**src/rtl/his_acq_sequencer_pkg.sv**
```systemverilog
// Shared definitions for the two-pass dToF histogram acquisition sequencer.
// Holds the default code/address widths and the sequencer state encoding.
package his_acq_sequencer_pkg;

  localparam int NP_DEF = 8;
  localparam int NB_DEF = 4;

  typedef enum logic [2:0] {
    S_IDLE  = 3'd0,
    S_CLR_C = 3'd1,
    S_ACQ_C = 3'd2,
    S_RD_C  = 3'd3,
    S_CLR_F = 3'd4,
    S_ACQ_F = 3'd5,
    S_RD_F  = 3'd6,
    S_DONE  = 3'd7
  } state_t;

  // States belonging to the fine pass; DONE still reports the fine histogram.
  function automatic logic is_fine(input state_t s);
    return (s == S_CLR_F) || (s == S_ACQ_F) || (s == S_RD_F) || (s == S_DONE);
  endfunction

endpackage

```
**src/rtl/his_acq_sequencer_win_calc.sv**
```systemverilog
// Fine-window arithmetic: centres a 2^NB-bin window on the coarse peak and
// maps a TDC code into that window.
module win_calc
  import his_acq_sequencer_pkg::*;
#(
  parameter int NP = NP_DEF,
  parameter int NB = NB_DEF
) (
  input  logic [NB-1:0] peak_bin,
  input  logic [NP-1:0] tdc_code,
  input  logic [NP-1:0] win_base,
  output logic [NP-1:0] win_base_new,
  output logic [NB-1:0] fine_addr,
  output logic          in_win
);

  localparam int W = NP + 2;
  localparam logic [W-1:0] HALF_BIN = W'(1) << (NP - NB - 1);
  localparam logic [W-1:0] HALF_WIN = W'(1) << (NB - 1);
  localparam logic [W-1:0] MAX_BASE = (W'(1) << NP) - (W'(1) << NB);

  logic [W-1:0] centre;
  logic [NP-1:0] off;

  // Two guard bits let the window start be compared before clamping.
  always_comb begin
    centre = (W'(peak_bin) << (NP - NB)) + HALF_BIN;
    if (centre < HALF_WIN) begin
      win_base_new = '0;
    end else if ((centre - HALF_WIN) > MAX_BASE) begin
      win_base_new = NP'(MAX_BASE);
    end else begin
      win_base_new = NP'(centre - HALF_WIN);
    end
  end

  assign off       = tdc_code - win_base;
  assign fine_addr = off[NB-1:0];
  assign in_win    = (off[NP-1:NB] == '0);

endmodule

```
**src/rtl/his_acq_sequencer.sv**
```systemverilog
// Two-pass (coarse then fine) histogram acquisition sequencer between the TDC
// front end and the histogram builder / peak detector.
module his_acq_sequencer
  import his_acq_sequencer_pkg::*;
#(
  parameter int NP    = NP_DEF,
  parameter int NB    = NB_DEF,
  parameter int ACQ_W = 10,
  parameter int N_ACQ = 512,
  parameter int TMO   = 255
) (
  input  logic          clk,
  input  logic          res,
  input  logic          start,
  input  logic          laser_sync,
  input  logic          tdc_valid,
  input  logic [NP-1:0] tdc_code,
  input  logic          peak_valid,
  input  logic [NB-1:0] peak_bin,
  output logic          his_clr,
  output logic          his_wr_en,
  output logic [NB-1:0] his_addr,
  output logic          his_num,
  output logic          rd_req,
  output logic          busy,
  output logic          result_valid,
  output logic [NP-1:0] dist_code,
  output logic [NP-1:0] win_base,
  output logic [7:0]    drop_cnt,
  output logic          err_tmo
);

  localparam int TW = $clog2(TMO + 1);
  localparam logic [NB-1:0]    CLR_LAST = '1;
  localparam logic [ACQ_W-1:0] ACQ_LAST = ACQ_W'(N_ACQ - 1);
  localparam logic [TW-1:0]    TMO_LAST = TW'(TMO - 1);

  state_t state, state_nxt;

  logic [NB-1:0]    clr_cnt;
  logic [ACQ_W-1:0] acq_cnt;
  logic [TW-1:0]    tmo_cnt;
  logic [NB-1:0]    hit_addr;
  logic             his_num_q;

  logic [NP-1:0] win_base_new;
  logic [NB-1:0] fine_addr;
  logic          in_win;

  logic in_clr, in_acq, in_rd;

  win_calc #(
    .NP(NP),
    .NB(NB)
  ) u_win_calc (
    .peak_bin    (peak_bin),
    .tdc_code    (tdc_code),
    .win_base    (win_base),
    .win_base_new(win_base_new),
    .fine_addr   (fine_addr),
    .in_win      (in_win)
  );

  assign in_clr = (state == S_CLR_C) || (state == S_CLR_F);
  assign in_acq = (state == S_ACQ_C) || (state == S_ACQ_F);
  assign in_rd  = (state == S_RD_C)  || (state == S_RD_F);

  always_comb begin
    state_nxt    = state;
    his_clr      = 1'b0;
    rd_req       = 1'b0;
    result_valid = 1'b0;
    his_num      = his_num_q;
    case (state)
      S_IDLE: begin
        if (start) state_nxt = S_CLR_C;
      end
      S_CLR_C, S_CLR_F: begin
        his_clr = 1'b1;
        if (clr_cnt == CLR_LAST) state_nxt = (state == S_CLR_C) ? S_ACQ_C : S_ACQ_F;
      end
      S_ACQ_C, S_ACQ_F: begin
        if (laser_sync && (acq_cnt == ACQ_LAST))
          state_nxt = (state == S_ACQ_C) ? S_RD_C : S_RD_F;
      end
      // tmo_cnt is zero only in the first read cycle, which gives the one-shot request.
      S_RD_C, S_RD_F: begin
        rd_req = (tmo_cnt == '0);
        if (peak_valid) state_nxt = (state == S_RD_C) ? S_CLR_F : S_DONE;
        else if (tmo_cnt == TMO_LAST) state_nxt = S_IDLE;
      end
      S_DONE: begin
        result_valid = 1'b1;
        state_nxt    = S_IDLE;
      end
      default: state_nxt = S_IDLE;
    endcase
    if (state != S_IDLE) his_num = is_fine(state);
  end

  assign busy     = (state != S_IDLE);
  assign his_addr = his_clr ? clr_cnt : hit_addr;

  always_ff @(posedge clk) begin
    if (!res) begin
      state     <= S_IDLE;
      clr_cnt   <= '0;
      acq_cnt   <= '0;
      tmo_cnt   <= '0;
      hit_addr  <= '0;
      his_wr_en <= 1'b0;
      his_num_q <= 1'b0;
      drop_cnt  <= '0;
      err_tmo   <= 1'b0;
      win_base  <= '0;
      dist_code <= '0;
    end else begin
      state     <= state_nxt;
      his_num_q <= his_num;
      clr_cnt   <= in_clr ? clr_cnt + 1'b1 : '0;
      tmo_cnt   <= in_rd ? tmo_cnt + 1'b1 : '0;

      if (!in_acq) acq_cnt <= '0;
      else if (laser_sync) acq_cnt <= acq_cnt + 1'b1;

      // Hits are registered so the write reaches the builder one cycle later.
      his_wr_en <= 1'b0;
      if ((state == S_ACQ_C) && tdc_valid) begin
        his_wr_en <= 1'b1;
        hit_addr  <= tdc_code[NP-1:NP-NB];
      end
      if ((state == S_ACQ_F) && tdc_valid) begin
        if (in_win) begin
          his_wr_en <= 1'b1;
          hit_addr  <= fine_addr;
        end else if (drop_cnt != 8'hFF) begin
          drop_cnt <= drop_cnt + 8'd1;
        end
      end

      if ((state == S_IDLE) && start) begin
        drop_cnt <= '0;
        err_tmo  <= 1'b0;
      end

      if ((state == S_RD_C) && peak_valid) win_base <= win_base_new;
      if ((state == S_RD_F) && peak_valid) dist_code <= win_base + NP'(peak_bin);
      if (in_rd && !peak_valid && (tmo_cnt == TMO_LAST)) err_tmo <= 1'b1;
    end
  end

endmodule
```
**config.mk**
```make
export PLATFORM = sky130hd
export DESIGN_NAME = his_acq_sequencer
export DESIGN_NICKNAME = d
export VERILOG_FILES = /design/src/rtl/his_acq_sequencer_pkg.sv /design/src/rtl/his_acq_sequencer_win_calc.sv /design/src/rtl/his_acq_sequencer.sv
export SDC_FILE = /design/constraint.sdc
export NUM_CORES = 1
export LEC_CHECK = 0
export CORE_MARGIN = 1
export CORE_UTILIZATION = 40
export DETAILED_ROUTE_END_ITERATION = 12
export GPL_ROUTABILITY_DRIVEN = 0
export PLACE_DENSITY = 0.67
export SYNTH_ARGS = -nofsm -noshare
export SYNTH_HDL_FRONTEND = slang
export SYNTH_SLANG_ARGS = --single-unit
```
**constraint.sdc**
```tcl
create_clock -name clk -period 4.4 [get_ports clk]
set_clock_uncertainty 0.05 [all_clocks]
set_input_delay 0.88 -clock clk [delete_from_list [all_inputs] [get_ports clk]]
set_output_delay 0.88 -clock clk [all_outputs]
set_load 0.005 [all_outputs]
```
# Word level (Yosys, flattened, before mapping)
# Index checks and enable logic that the tools add are counted.
[word_totals]
regBits = 56
output_inout_bits = 35
wordCells = 91
[classes]
add_sub_neg = 8
magnitude_cmp = 2
n_eq_ne = 15
n_mux = 24
n_bitwise = 2
reduce_logical = 29
[ops]
columns = ["operator", "count"]
rows = [
  ["$mux 3", 7],
  ["$add 8x1->8 const B", 2],
  ["$mux 4", 4],
  ["$mux 8", 2],
  ["$pmux 3 s5", 1],
  ["$eq 3x3->1 const B", 4],
  ["$add 10x1->10 const B", 1],
  ["$eq 10x9->1 const B", 1],
  ["$gt 10x8->1 const B", 1],
  ["$lt 10x4->1 const B", 1],
  ["$sub 10x4->10 const B", 1],
  ["$add 8x4->9 const B", 1],
  ["$mux 1", 9],
  ["$add 8x4->8", 1],
  ["$eq 8x8->1 const B", 1],
  ["$logic_and 1x1->1", 8],
  ["$logic_not 8->1", 1],
  ["$ne 8x8->1 const B", 1],
  ["$reduce_or 2->1", 4],
  ["$sub 8x8->8", 1],
  ["$eq 3x2->1 const B", 2],
  ["$logic_or 1x1->1", 6],
  ["$ne 2x2->1 const B", 3],
  ["$reduce_and 2->1", 3],
  ["other kinds (13)", 14],
]

# Logic depth before layout (Yosys ltp)
[logic_depth]
depth_word = 5
depth_mapped = 8
mapped_depth_nobuf = 7

# Hierarchy
# Synthesis repeated with hierarchy kept, for this count alone.
[unflattened]
cells_unflattened = 357
hier_area_um2 = 3181.8
[by_module_without_submodules]
columns = ["module", "n_inst", "cells_each", "area_per_inst_um2", "seq_area_each_um2"]
rows = [
  ["his_acq_sequencer", 1, 304, 2781.4, 1121.1],
  ["win_calc", 1, 53, 400.4, 0.0],
]

# Worst setup path before layout
# No wires, ideal clock.
[synth_path]
path_type = "in2reg"
startpoint = "input port tdc_code[6]"
endpoint = "register hit_addr[0]"
t_arrival_ps = 2481
t_required_ps = 4228
setup_slack_ps = 1748
stages = 6
path_buffers = 1
path_cell_list = "ha_1 and3b_1 or3_4 a211o_1 buf_6 o311a_1"
[synth_via]
elab_chain_cells = 4
[synth_rtl]
columns = ["element", "line_no", "rtl"]
rows = [
  ["from (decl)", "his_acq_sequencer.sv:17", "input logic [NP-1:0] tdc_code,"],
  ["$sub 8x8->8", "his_acq_sequencer_win_calc.sv:37", "assign off = tdc_code - win_base;"],
  ["$logic_not 4->1", "his_acq_sequencer_win_calc.sv:39", "assign in_win = (off[NP-1:NB] == '0);"],
  ["$mux 4", "his_acq_sequencer.sv:133", "if (in_win) begin"],
  ["$mux 4", "his_acq_sequencer.sv:132", "if ((state == S_ACQ_F) && tdc_valid) begin"],
  ["to (signal assigned)", "his_acq_sequencer.sv:130", "hit_addr <= tdc_code[NP-1:NP-NB];"],
  ["to (signal assigned)", "his_acq_sequencer.sv:135", "hit_addr <= fine_addr;"],
  ["to (decl)", "his_acq_sequencer.sv:43", "logic [NB-1:0] hit_addr;"],
]
# No other way between the ends.
# A chain may end at the register's enable or synchronous reset.

# Worst setup path in the final report
[layout_path]
startpoint = "register state[2]"
endpoint = "output port his_addr[3]"
[layout_via]
elab_chain_cells = 4
word_cells_on_any_way = 5
[layout_rtl]
columns = ["element", "line_no", "rtl"]
rows = [
  ["from (decl)", "his_acq_sequencer.sv:38", "state_t state, state_nxt;"],
  ["from (signal assigned)", "his_acq_sequencer.sv:118", "state <= state_nxt;"],
  ["$eq 3x1->1 or $eq 3x3->1 (tied branches)", "his_acq_sequencer.sv:74", "case (state)"],
  ["$reduce_or 2->1 (*)", "his_acq_sequencer.sv:74", ""],
  ["$mux 1 (*)", "his_acq_sequencer.sv:74", ""],
  ["$mux 4 (*)", "his_acq_sequencer.sv:102", "assign his_addr = his_clr ? clr_cnt : hit_addr;"],
  ["to (decl)", "his_acq_sequencer.sv:22", "output logic [NB-1:0] his_addr,"],
]
# Every way passes the cells marked *; elsewhere a longest branch is shown, timed or not.

==> summary.md <==
| Metric | Value |
|---|---|
| Leak | `~1.1 nW` |
| CTS Buf Count | `5` |
| DIE WIDTH | `~83 um` |
| P per Cell Area | `294.3 nW/um2` |
| Final hold vios | `0` |
| Worst EP arrival | `between 2000 and 3000 ps` |
| Core area | `about 6300 um2` |
| Commonest cells in the synthesized netlist | `52 x dfxtp_1, 34 x nand2_1, 30 x nor2_1, 14 x nand3_1` |
| Gr usage total | `0.1659` |
| Die Footprint | `6824 um2` |
| Synthesized area | `approximately 2600 um2` |
| Mux share of post-synthesis cell area | `0.05970` |
| Post-synth top flop | `dfxtp_1` |
| Antenna diodes | `0` |
| Post-synth EDFFs | `0` |
| Synth Area in Compound Gates | `0.1367` |
| Worst Setup Start Kind | `flip-flop` |
| Synth async-reset ratio | `0` |
| Tcrit/Tclk final | `0.8105` |
| CTS Buffer Depth | `2` |
| Final core area utilization | `0.5040` |
| Tightest Pin Transition | `a little over 900 ps` |
| Synth top area share | `0.4006` |
| Unrepaired setup endpoints after global routing | `false` |
| Final setup fails | `0` |
| Setup TNS | `0 ps` |
| Psw | `~260 uW` |
| Maximum vdd drop | `roughly 150 uV` |
| Initial Util | `0.4116` |
| Total congestion overflow | `0` |
| Final min period | `3566 ps` |
| Reg clk slew, reported paths | `approximately 110 ps` |
| DRT antenna net count | `0` |
| Top cells by area, synth | `dfxtp_1 40%, nand2_1 4.9%, ha_1 4.3%` |
| CP Capture Type | `output pin` |
| Overall power | `936.4 uW` |
| Post-CTS setup buffer count | `0` |
| Worst skew pair latency | `between 300 and 400 ps` |
| H-tree depth | `2` |
| Post-synth top area cell | `dfxtp_1` |
| CP Data Required Time | `about 3500 ps` |
| Seq pwr share | `0.540` |
| Max-cap violations | `0` |
| Rows | `29` |
| Root buf cell | `clkbuf_8` |
| Max-slew violations | `0` |
| Post-Route WL | `about 5300 um` |
| Hold-fix buffers, CTS | `0` |
| Synthesis Warnings | `0` |
| Via count | `~2100` |
| Syn Inst Count | `just under 300` |
| Seq cells post-synth | `52` |
| Status | `finished clean` |
| Share of cells above drive strength 1 | `0.05638` |
| TritonRoute pass-1 iters | `4` |
| CTS sink cnt | `52` |
| Area share of xor/xnor cells in the synthesized design | `0.06740` |
| Max-Slew Margin vs Limit | `0.3886` |
| Vias per std cell | `5.147` |
| Ports | `53` |
| Worst-path fanout max | `17` |
| Main combinational cell family by area after synthesis | `simple AND/OR/NAND/NOR gates` |
| Post-synthesis sequential area ratio | `0.4006` |
| Fmax | `roughly 280 MHz` |
| Combinational Power Share | `0.156` |
| Top-count cell post-synth | `dfxtp_1` |
| HP Class | `reg -> reg` |
| Initial antenna violation count | `0` |
| TritonCTS clock tree | `built` |
| Layout net count | `approximately 360` |
| Die Ht | `82.61 um` |
| Largest net degree at the start of global routing | `29` |
| Final Cell Area | `around 3200 um2` |
| Simple-gate share of the synthesized area | `0.2350` |
| Power Internal | `674.8 uW` |
| Adder-Cell Fraction of Synth Area | `0.04333` |
| Worst hold slack | `around 420 ps` |
| First-pass GRT wire length | `between 8000 and 9000 um` |
| Vias in the first global route | `1937` |
| Crit Path Class | `reg -> out` |
| Dpl cell area | `around 3000 um2` |
| Clock Power Share | `0.304` |
| Port buffer count | `48` |
| Syn_area_per_cell | `slightly below 9 um2` |
| Post-synth cell types | `55` |
| # DRC | `0` |
| Switching Fraction | `0.2794` |
| Synth-to-Final Area Change | `22.44%` |
| Detailed Place HPWL | `~3900 um` |
| Initial DRC count | `82` |
| Post-CTS Resized | `0` |
| Avg WL per Cell | `12.78 um` |
[power groups by stage]
| stage | clock [mW] | sequential, mW | combinational [mW] |
|---|---|---|---|
| 2_1_floorplan | 0 | 0.499 | 0.112 |
| 4_1_cts | 0.295 | 0.506 | 0.147 |
| 3_3_place_gp | 0 | 0.516 | 0.145 |
| 5_1_grt | 0.314 | 0.510 | 0.163 |
| 6_report | 0.285 | 0.506 | 0.146 |
| 3_5_place_dp | 0 | 0.517 | 0.146 |
[path summary, 6_finish.rpt]
path                startpoint  cells past startpoint           end  slack, ps
setup reg to reg   win_base[5]                      7   drop_cnt[6]       2050
hold / removal    dist_code[2]                      2  dist_code[2]        420
setup / recovery      state[2]                      4   his_addr[3]        830
hold reg to reg   dist_code[2]                      2  dist_code[2]        420
[layout by cell type (no fill, tap or decap), types with 2 or more instances in the layout]
cell,Yosys,layout
a211o_1,2,2
a21oi_1,5,5
nand2_1,34,34
a21boi_0,8,8
o21ai_1,7,7
and3_1,6,6
dfxtp_1,52,52
nand3_1,14,14
ha_1,9,9
o311a_1,5,5
xor2_1,11,11
inv_1,10,10
conb_1,1,4
inv_6,0,2
nand4_1,5,5
and4_1,2,2
mux2i_1,11,11
nor3_1,3,3
a31oi_1,2,2
mux2_2,4,4
clkdlybuf4s50_1,0,48
o21a_1,2,2
nor2b_1,7,7
or4_1,2,2
or3_1,5,5
xnor2_1,9,9
nor4_1,3,3
o31ai_1,3,3
clkbuf_8,0,5
nand2b_1,2,2
nor2_1,30,30
[state kept, by name, summed over array words and instances, names as in the netlist]
| signal | count |
|---|---|
| acq_cnt | 10 |
| dist_code | 8 |
| drop_cnt | 8 |
| tmo_cnt | 8 |
| clr_cnt | 4 |
| hit_addr | 4 |
| win_base | 4 |
| state | 3 |
| err_tmo | 1 |
| his_num_q | 1 |
| his_wr_en | 1 |
[kinds of logic (layout without fill, tap and decap cells)]
logic type	after synthesis	in the layout
AO/OA/AOI/OAI	48	48
XOR/XNOR	20	20
adder cells (fa/ha/maj)	9	9
buffers and inverters	30	67
flip-flops	52	52
multiplexers	15	15
other	1	4
AND/OR/NAND/NOR	122	122
[layout make-up]
class | count | area [um2]
Fill cell | 619 | 3132
Multi-Input combinational cell | 218 | 1424
Clock inverter | 3 | 26.28
Inverter | 10 | 37.54
Tap cell | 77 | 96.34
Sequential cell | 52 | 1041
Clock buffer | 5 | 68.82
Timing Repair Buffer | 49 | 488.0
[per-layer routing]
metal	track usage	part of all wire	vias up
met1	0.2161	0.48	980
met5	0	0	-
met3	0.02857	0.028	5
li1	-	-	1112
met2	0.2810	0.48	34
met4	0.04655	0.013	0
[stage by stage]
stage	setup WS, ps	instances
2_1_floorplan	1748	300
3_3_place_gp	1234	406
3_5_place_dp	1171	406
4_1_cts	830.4	414
5_1_grt	653.0	414
6_report	833.8	414
[worst max-delay path, stage by stage, from the launching register on]
cell and delay (ps):
dfxtp_1 690, xor2_1 300, nor2b_1 490, mux2_2 400, clkdlybuf4s50_1 440
Power figures use the tool's default switching activity.
==> RTL change, RTL diff (same settings) <==
`TMO`: 255 -> 510.
--- a/src/rtl/his_acq_sequencer.sv
+++ b/src/rtl/his_acq_sequencer.sv
@@ -7,7 +7,7 @@
   parameter int NB    = NB_DEF,
   parameter int ACQ_W = 10,
   parameter int N_ACQ = 512,
-  parameter int TMO   = 255
+  parameter int TMO   = 510
 ) (
   input  logic          clk,
   input  logic          res,
Formal check against the unedited RTL: same outputs for any inputs over 10 cycles, from zero or initial values; that may be too few to reach the edited logic, so the function may still have changed.
==> RTL change against the original RTL <==
Die area up 2.4%; final area up 2.4%; core utilization up 0.64 points; routed wire length up 3.5%; critical path depth unchanged; worst setup slack better by 0.11 ns; largest cell class unchanged; first-iteration DRC count down 15%; critical path type unchanged; sequential cell count up 1; synthesized area up 2.5%.
Power is not compared: it rests on default switching activity, and its combinational part moved more than twofold at a synthesized area within 25%.
==> RTL change: results (changes against the original RTL) <==
| Metric | Value |
|---|---|
| Vias in the first global route | 2079 (+7.3%) |
| Sw power | 207.5 uW |
| Via count | 2187 (+2.6%) |
| Met2 usage | 26.76% (-1.3 points) |
| First-pass GRT wire length | 9.363 mm (+6.5%) |
| Synth top area cells | dfxtp_1 (40%), nand2_1 (5.4%), nor2_1 (4.9%) |
| Clock power frac | 35.2% |
| Synth top cells by count | dfxtp_1 (53), nand2_1 (38), nor2_1 (35) |
| CP Capture Point | his_addr[1] |
| Status | complete, no violations |
| Fin Hold WS | 0.4159 ns (-0.005472 ns) |
| Seq/Total Area, Yosys | 39.85% (-0.21 points) |
| Total setup buffers inserted after CTS | 0 (unchanged) |
| Worst Min Path Start | dist_code[6] |
| Layout Cells excl Fill | 428 (+3.4%) |
| Final Cell Area | 3259 sq um (+2.4%) |
| Grt met1 use | 20.81% (-0.80 points) |
| # nets final | 377 (+3.9%) |
| Later-pin clock latency in the skew report | around 0.30 ns |
| Largest net degree at the start of global routing | 23 (-21%) |
| Drt initial violations | 70 (-15%) |
| N_diodes | 0 (unchanged) |
| Post-synth ARST share | 0% (unchanged) |
| H-tree levels | 2 (unchanged) |
| Final worst slack | 0.9422 ns (+0.1083 ns) |
| Initial antenna violation count | 0 (unchanged) |
| Routed len/inst | 12.80 um (+0.15%) |
| Dpl cell area | 3162 sq um (+2.4%) |
| Detailed placer's ending HPWL | 4.053 mm (+4.8%) |
| Reg2Reg Setup Slack | 2.11 ns (+0.06 ns) |
| CTS buffer count | 5 (unchanged) |
| Worst Setup SP | state[0] |
| Worst slew margin | 42.06% (+3.2 points) |
| Leakage | around 1.2 nW |
| CP arrival | 2.53 ns (-0.11 ns) |
| Gr usage total | 15.98% (-0.61 points) |
| FF-to-FF Start | win_base[6] |
| TritonRoute pass-1 iters | 4 (unchanged) |
| PortBufs | 48 (unchanged) |
| Placed cells | 420 (+3.4%) |
| Min-Delay Endpoint | dist_code[6] |
| Reg2Reg Depth | 8 (+1) |
| Yosys warnings | 0 (unchanged) |
| Met3 routed WL | 307 um (+110%) |
| Post-Syn Instances | 308 (+3.7%) |
| Fraction of layout cells with a size suffix above 1 | 4.843% (-0.79 points) |
| FF-to-FF End | drop_cnt[6] |
| Count of cell types in the netlist | 46 (-16%) |
| Met2 wire length | 2.511 mm (-0.28%) |
| CP delay by family, top | flip-flops |
| Placement Setup Slack | 1.259 ns (+0.08784 ns) |
| Wire length on met1 | 2.637 mm (+3.1%) |
| Met3 Use GR | 4.352% (+1.5 points) |
| CP max-delay cell | dfxtp_1 |
| Top Registers | acq_cnt x10, tmo_cnt x9 |
| Max stage delay on crit path | 0.69 ns (about the same) |
| Clock buffer depth | 2 (unchanged) |
| Sequential Power Share | about three fifths |
| Logic power comb | between 50 and 60 uW |
| Worst hold path type | register to register |
[RTL change: kinds of logic (layout without fill, tap and decap cells)]
logic type / after synthesis / in the layout / synth area share, %
XOR/XNOR: 21 / 21 / 6.908
multiplexers: 19 / 19 / 7.519
flip-flops: 53 / 53 / 39.85
AO/OA/AOI/OAI: 43 / 43 / 10.29
adder cells (fa/ha/maj): 9 / 9 / 4.229
buffers and inverters: 29 / 69 / 5.310
other: 1 / 4 / 0.1408
AND/OR/NAND/NOR: 133 / 133 / 25.75
[RTL change: final cells by class]
type / instances / share of cell area, %
multi-input combinational: 229 / 45.14
sequential: 53 / 32.55
timing repair buffer: 49 / 14.97
tap: 77 / 2.956
clock buffer: 5 / 2.111
inverter: 12 / 1.382
clock inverter: 3 / 0.8829
[RTL change: worst min-delay path: stages, from the launching register on]
cell	delay, ns
dfxtp_1	0.33
nand2_1	0.05
a21oi_1	0.05
